**src/rtl/router_fsm.sv**
```systemverilog
// rtl/router_fsm.sv - packet-control FSM feeding the three router FIFOs
//
// Decodes the destination address from the header byte and sequences the
// header, payload and parity writes toward the addressed FIFO. It stalls the
// source on FIFO full or a busy destination, and abandons the packet on a
// soft reset of the destination port.
//
// Ports:
//   clock          system clock, rising edge
//   resetn         asynchronous active-low reset
//   pkt_valid      source presenting header/payload bytes
//   data_in        header address bits (sampled in DECODE_ADDRESS only)
//   fifo_full      full flag of the addressed FIFO (pre-muxed)
//   fifo_empty_0-2 empty flags of FIFO 0..2
//   soft_reset_0-2 timeout soft resets of port 0..2
//   parity_done    register stage has captured the parity byte
//   low_pkt_valid  register stage saw pkt_valid fall while holding a byte
//   busy           source must hold the current byte
//   detect_add     in DECODE_ADDRESS
//   lfd_state      in LOAD_FIRST_DATA (header marking)
//   ld_state       in LOAD_DATA
//   laf_state      in LOAD_AFTER_FULL
//   full_state     in FIFO_FULL_STATE
//   write_enb_reg  register stage may write toward the FIFO
//   rst_int_reg    in CHECK_PARITY_ERROR, clears internal parity/flag regs

module router_fsm #(
    parameter int ADDR_W = 2
) (
    input  logic              clock,
    input  logic              resetn,
    input  logic              pkt_valid,
    input  logic [ADDR_W-1:0] data_in,
    input  logic              fifo_full,
    input  logic              fifo_empty_0,
    input  logic              fifo_empty_1,
    input  logic              fifo_empty_2,
    input  logic              soft_reset_0,
    input  logic              soft_reset_1,
    input  logic              soft_reset_2,
    input  logic              parity_done,
    input  logic              low_pkt_valid,
    output logic              busy,
    output logic              detect_add,
    output logic              lfd_state,
    output logic              ld_state,
    output logic              laf_state,
    output logic              full_state,
    output logic              write_enb_reg,
    output logic              rst_int_reg
);

    typedef enum logic [2:0] {
        DECODE_ADDRESS     = 3'd0,
        LOAD_FIRST_DATA    = 3'd1,
        LOAD_DATA          = 3'd2,
        FIFO_FULL_STATE    = 3'd3,
        LOAD_AFTER_FULL    = 3'd4,
        WAIT_TILL_EMPTY    = 3'd5,
        LOAD_PARITY        = 3'd6,
        CHECK_PARITY_ERROR = 3'd7
    } state_t;

    localparam logic [ADDR_W-1:0] ADDR_INVALID = ADDR_W'(3);

    state_t            r_state;
    state_t            w_next_state;
    logic [ADDR_W-1:0] r_addr_q;

    logic w_empty_in;      // empty flag of the port named by data_in
    logic w_empty_q;       // empty flag of the latched destination
    logic w_soft_reset_q;  // soft reset of the latched destination
    logic w_hdr_valid;     // a routable header is on data_in

    // Each mux reads only the selected port so that X on the others cannot
    // leak into the next state.
    always_comb begin
        w_empty_in = 1'b0;
        case (data_in)
            ADDR_W'(0): w_empty_in = fifo_empty_0;
            ADDR_W'(1): w_empty_in = fifo_empty_1;
            ADDR_W'(2): w_empty_in = fifo_empty_2;
            default:    w_empty_in = 1'b0;
        endcase
    end

    always_comb begin
        w_empty_q      = 1'b0;
        w_soft_reset_q = 1'b0;
        case (r_addr_q)
            ADDR_W'(0): begin
                w_empty_q      = fifo_empty_0;
                w_soft_reset_q = soft_reset_0;
            end
            ADDR_W'(1): begin
                w_empty_q      = fifo_empty_1;
                w_soft_reset_q = soft_reset_1;
            end
            ADDR_W'(2): begin
                w_empty_q      = fifo_empty_2;
                w_soft_reset_q = soft_reset_2;
            end
            default: begin
                w_empty_q      = 1'b0;
                w_soft_reset_q = 1'b0;
            end
        endcase
    end

    // pkt_valid is tested first so a low pkt_valid masks an unknown data_in.
    assign w_hdr_valid = pkt_valid && (data_in != ADDR_INVALID);

    // State and destination registers
    always_ff @(posedge clock or negedge resetn) begin
        if (!resetn) begin
            r_state  <= DECODE_ADDRESS;
            r_addr_q <= '0;
        end else begin
            r_state <= w_next_state;
            if (r_state == DECODE_ADDRESS && pkt_valid) begin
                r_addr_q <= data_in;
            end
        end
    end

    // Next-state logic
    always_comb begin
        w_next_state = r_state;
        case (r_state)
            DECODE_ADDRESS: begin
                if (w_hdr_valid) begin
                    w_next_state = w_empty_in ? LOAD_FIRST_DATA : WAIT_TILL_EMPTY;
                end
            end
            WAIT_TILL_EMPTY: begin
                if (w_empty_q) begin
                    w_next_state = LOAD_FIRST_DATA;
                end
            end
            LOAD_FIRST_DATA: begin
                w_next_state = LOAD_DATA;
            end
            LOAD_DATA: begin
                if (fifo_full) begin
                    w_next_state = FIFO_FULL_STATE;
                end else if (!pkt_valid) begin
                    w_next_state = LOAD_PARITY;
                end
            end
            FIFO_FULL_STATE: begin
                if (!fifo_full) begin
                    w_next_state = LOAD_AFTER_FULL;
                end
            end
            LOAD_AFTER_FULL: begin
                if (parity_done) begin
                    w_next_state = DECODE_ADDRESS;
                end else if (low_pkt_valid) begin
                    w_next_state = LOAD_PARITY;
                end else begin
                    w_next_state = LOAD_DATA;
                end
            end
            LOAD_PARITY: begin
                w_next_state = CHECK_PARITY_ERROR;
            end
            CHECK_PARITY_ERROR: begin
                w_next_state = fifo_full ? FIFO_FULL_STATE : DECODE_ADDRESS;
            end
            default: begin
                w_next_state = DECODE_ADDRESS;
            end
        endcase

        // Destination timed out: abandon the packet from any state.
        if (w_soft_reset_q) begin
            w_next_state = DECODE_ADDRESS;
        end
    end

    // Moore outputs
    always_comb begin
        detect_add    = (r_state == DECODE_ADDRESS);
        lfd_state     = (r_state == LOAD_FIRST_DATA);
        ld_state      = (r_state == LOAD_DATA);
        laf_state     = (r_state == LOAD_AFTER_FULL);
        full_state    = (r_state == FIFO_FULL_STATE);
        rst_int_reg   = (r_state == CHECK_PARITY_ERROR);
        busy          = !((r_state == DECODE_ADDRESS) || (r_state == LOAD_DATA));
        write_enb_reg = (r_state == LOAD_DATA) || (r_state == LOAD_PARITY) ||
                        (r_state == LOAD_AFTER_FULL);
    end

endmodule

```
**config.mk**
```make
export PLATFORM = sky130hd
export DESIGN_NAME = router_fsm
export DESIGN_NICKNAME = d
export VERILOG_FILES = /design/src/rtl/router_fsm.sv
export SDC_FILE = /design/constraint.sdc
export NUM_CORES = 1
export LEC_CHECK = 0
export CAP_MARGIN = 0
export CORE_AREA = 10 10 51 53
export CTS_BUF_LIST = sky130_fd_sc_hd__clkbuf_4
export CTS_CLUSTER_DIAMETER = 100
export DETAILED_ROUTE_END_ITERATION = 10
export DIE_AREA = 0 0 61 63
export PLACE_DENSITY = 0.59
export REMOVE_ABC_BUFFERS = 1
export SLEW_MARGIN = 25
export SYNTH_ARGS = -nofsm -noshare
export SYNTH_HDL_FRONTEND = slang
export SYNTH_SLANG_ARGS = --single-unit
```
**constraint.sdc**
```tcl
create_clock -name clock -period 3.97 [get_ports clock]
set_input_delay 0.794 -clock clock [delete_from_list [all_inputs] [get_ports clock]]
set_output_delay 0.794 -clock clock [all_outputs]
set_load 0.02 [all_outputs]
```
==> qor.txt <==
Via count -> 503
Max incr delay on CP -> 0.60 ns
Global-route wire length before repair -> 2040 um
Leading area contributor after synthesis -> dfrtp_1
Worst reg2reg endpoint -> r_state[0]
Initial antenna violation count -> 0
GR peak layer -> met2
Leading cell type in the layout, fill and taps excluded -> clkdlybuf4s50_1
Critical path, cell by cell -> or3_1 -> inv_1 -> clkdlybuf4s50_1
Detail Route Antenna Nets -> 0
ANT cells -> 0
I/O Pins -> 22
Most frequent cells in the layout -> clkdlybuf4s50_1, nand2_1, dfrtp_1, inv_1, clkbuf_4
Via/cell ratio -> 5.24
Detailed Routing Iterations Pass 1 -> 4
Layout cells sized above 1 -> 12.7%
Bufs on Longest Clock Path -> 2
Max-cap violation count -> 0
Vias in the first global route -> 482
Pint -> 273 uW
Worst path required time -> 3.18 ns
Die width -> 61 um
Clock network fraction of total power -> 13.5%
Area share of the largest cell type after synthesis -> 26.2%
Site row count -> 15
Slew HR -> 71.6%
H-Tree Depth -> 1
M1 GR Usage -> 7.30%
All-Layer GR Usage -> 6.67%
Crit Path Max Fanout -> 13
Met2 usage -> 10.7%
Post-CTS repair timing setup buffer count -> 0
Sink Count -> 5
Number of port buffers -> 21
Final WS setup -> 1.28 ns
CP top delay family -> buffers and inverters
GP Congestion -> 0.683
CP arrival -> 1.89 ns
#FFs+latches synth -> 5
Synth warnings -> 0
Finished Core Util -> 43.7%
Fin Hold WS -> 0.535 ns
DRC viols -> 0
Tcrit/Tclk final -> 67.7%
Top cells by area, synth -> dfrtp_1, mux2_1, mux2_2, nand2_1, a221o_1
Mapped Area -> 477 um2
Setup Crit Path Kind -> reg2out
Seq/Total Area, Yosys -> 26.2%
CTS tree -> built
WL/cell -> 13.6 um
Final nets -> 94
Distinct cells, synth -> 34
Post-DP HPWL -> 1090 um
Final setup viols -> 0
Core Box Area -> 0.00165 mm2
Initial Util -> 28.9%
Root Driver -> clkbuf_4
Post-CTS Resized -> 0
Net Sw Power -> 205 uW
Pre-CTS WS -> 1.54 ns
Total negative slack -> 0 ns
Crit end category -> output port
Cts hold-fix bufs -> 0
Post-Synthesis Cells -> 57
Hold depth -> 1
Met3 GRT Util -> 1.83%
Area Growth Syn to Fin -> 51.4%
Placed Cells incl. Taps -> 92
Worst-path clk slew -> 0.04 ns
Final Hold Viols -> 0
Comb pwr share -> 60.9%
Crit path max-delay cell type -> clkdlybuf4s50_1
Clock latency on the worst-skew pair -> 0.24 ns
Slew @ Worst Pin -> 0.426 ns
Die Footprint -> 0.00384 mm2
Hold Path Class -> reg2reg
Final Slew Violations -> 0
Worst Reg-to-Reg Cells -> 4
RSZ-0062 raised after global routing -> no
Initial DRC Count -> 9
Switching Fraction -> 42.9%
Sequential share of power -> 25.6%
Largest net degree at the start of global routing -> 18
Power per Cell Area -> 662 mW/mm2
Worst reg2reg setup slack -> 2.36 ns
Clock period minus worst slack -> 2.69 ns
HP Start -> r_addr_q[0]
Inserted Clock Buffers -> 3
Hold endpoint -> r_addr_q[0]
Post-Route WL -> 1300 um
Gr ovfl total -> 0
F_max -> 372 MHz
P_leak -> 0.000307 uW
Die Ht -> 63 um
R2r startpoint -> r_state[0]
Worst setup SP type -> register
Status -> complete, no violations
Peak VDD IR -> 0.313 mV
Cell Count, Final, Fillers Out -> 96
Avg Cell Area, Syn -> 8.36 um2
Fin Clk Skew -> 0.00102 ns
CP bufs+invs -> 2
[metrics by stage]
step / total power, uW / cell area [um2]
6_report: 478 / 722
5_1_grt: 517 / 722
4_1_cts: 485 / 722
3_5_place_dp: 419 / 692
3_3_place_gp: 416 / 692
2_1_floorplan: 304 / 460
[how the worst max path moves through the flow]
stage | startpoint | to | slack (ns) | depth (start not counted)
detailed placement | r_state[2] | detect_add | 1.54 | 3
finish | r_state[2] | detect_add | 1.28 | 3
CTS | r_state[2] | detect_add | 1.27 | 3
global route | r_state[2] | detect_add | 1.18 | 3
floorplan | r_state[1] | ld_state | 2.08 | 2
global placement | r_state[2] | detect_add | 1.53 | 3
[power by group through the flow]
stage               registers [uW]  clock network (uW)  logic [uW]
floorplan                      111                   0         193
CTS                            123                66.8         296
global placement               123                   0         293
global route                   130                71.4         316
finish                         122                64.2         291
detailed placement             123                   0         295
[registers in the layout (all words and copies together), names as in the netlist]
name      cells
r_addr_q      2
r_state       3
[cell type report]
class	instances	area (um2)
inverters	5	18.8
fillers	179	930
multi-input cells	44	317
well taps	17	21.3
repair buffers	21	210
clock buffers	4	30.0
flip-flops and latches	5	125
[synth_stat cells]
cell	n
nor3_1	2
or3b_1	1
buf_2	1
a41oi_2	1
inv_1	4
and3_1	1
nand2_1	6
nand2b_1	1
o21a_1	1
o32ai_1	1
a21oi_1	1
and2b_1	1
nor3b_2	1
o2bb2ai_1	1
inv_2	1
dfrtp_1	5
nor2b_1	2
nor2_1	3
o22ai_1	2
or3_1	1
a221o_1	2
or2_2	1
mux2_2	2
nor3b_1	1
a211o_1	2
mux2_1	2
buf_4	1
mux2i_1	1
a21o_1	2
a22oi_1	1
buf_1	1
nand3_1	1
o21ai_1	1
nand3b_1	2
[cells by family (layout without fill, tap and decap cells)]
| family | count (synthesis) | count (layout) | synth area share, % |
|---|---|---|---|
| flip-flops | 5 | 5 | 26.2 |
| buffers and inverters | 8 | 30 | 7.35 |
| multiplexers | 5 | 5 | 11.5 |
| AND/OR/NAND/NOR | 24 | 24 | 28.9 |
| AO/OA/AOI/OAI | 15 | 15 | 26.0 |
[layer usage]
metal / share of wire [%] / wire [um] / vias to the layer above
met5: 0 / 0 / -
met4: 1.8 / 23 / 0
met3: 6.2 / 81 / 4
met2: 51 / 669 / 10
met1: 40 / 528 / 237
li1: - / - / 252
(Power assumes the default switching activity.)
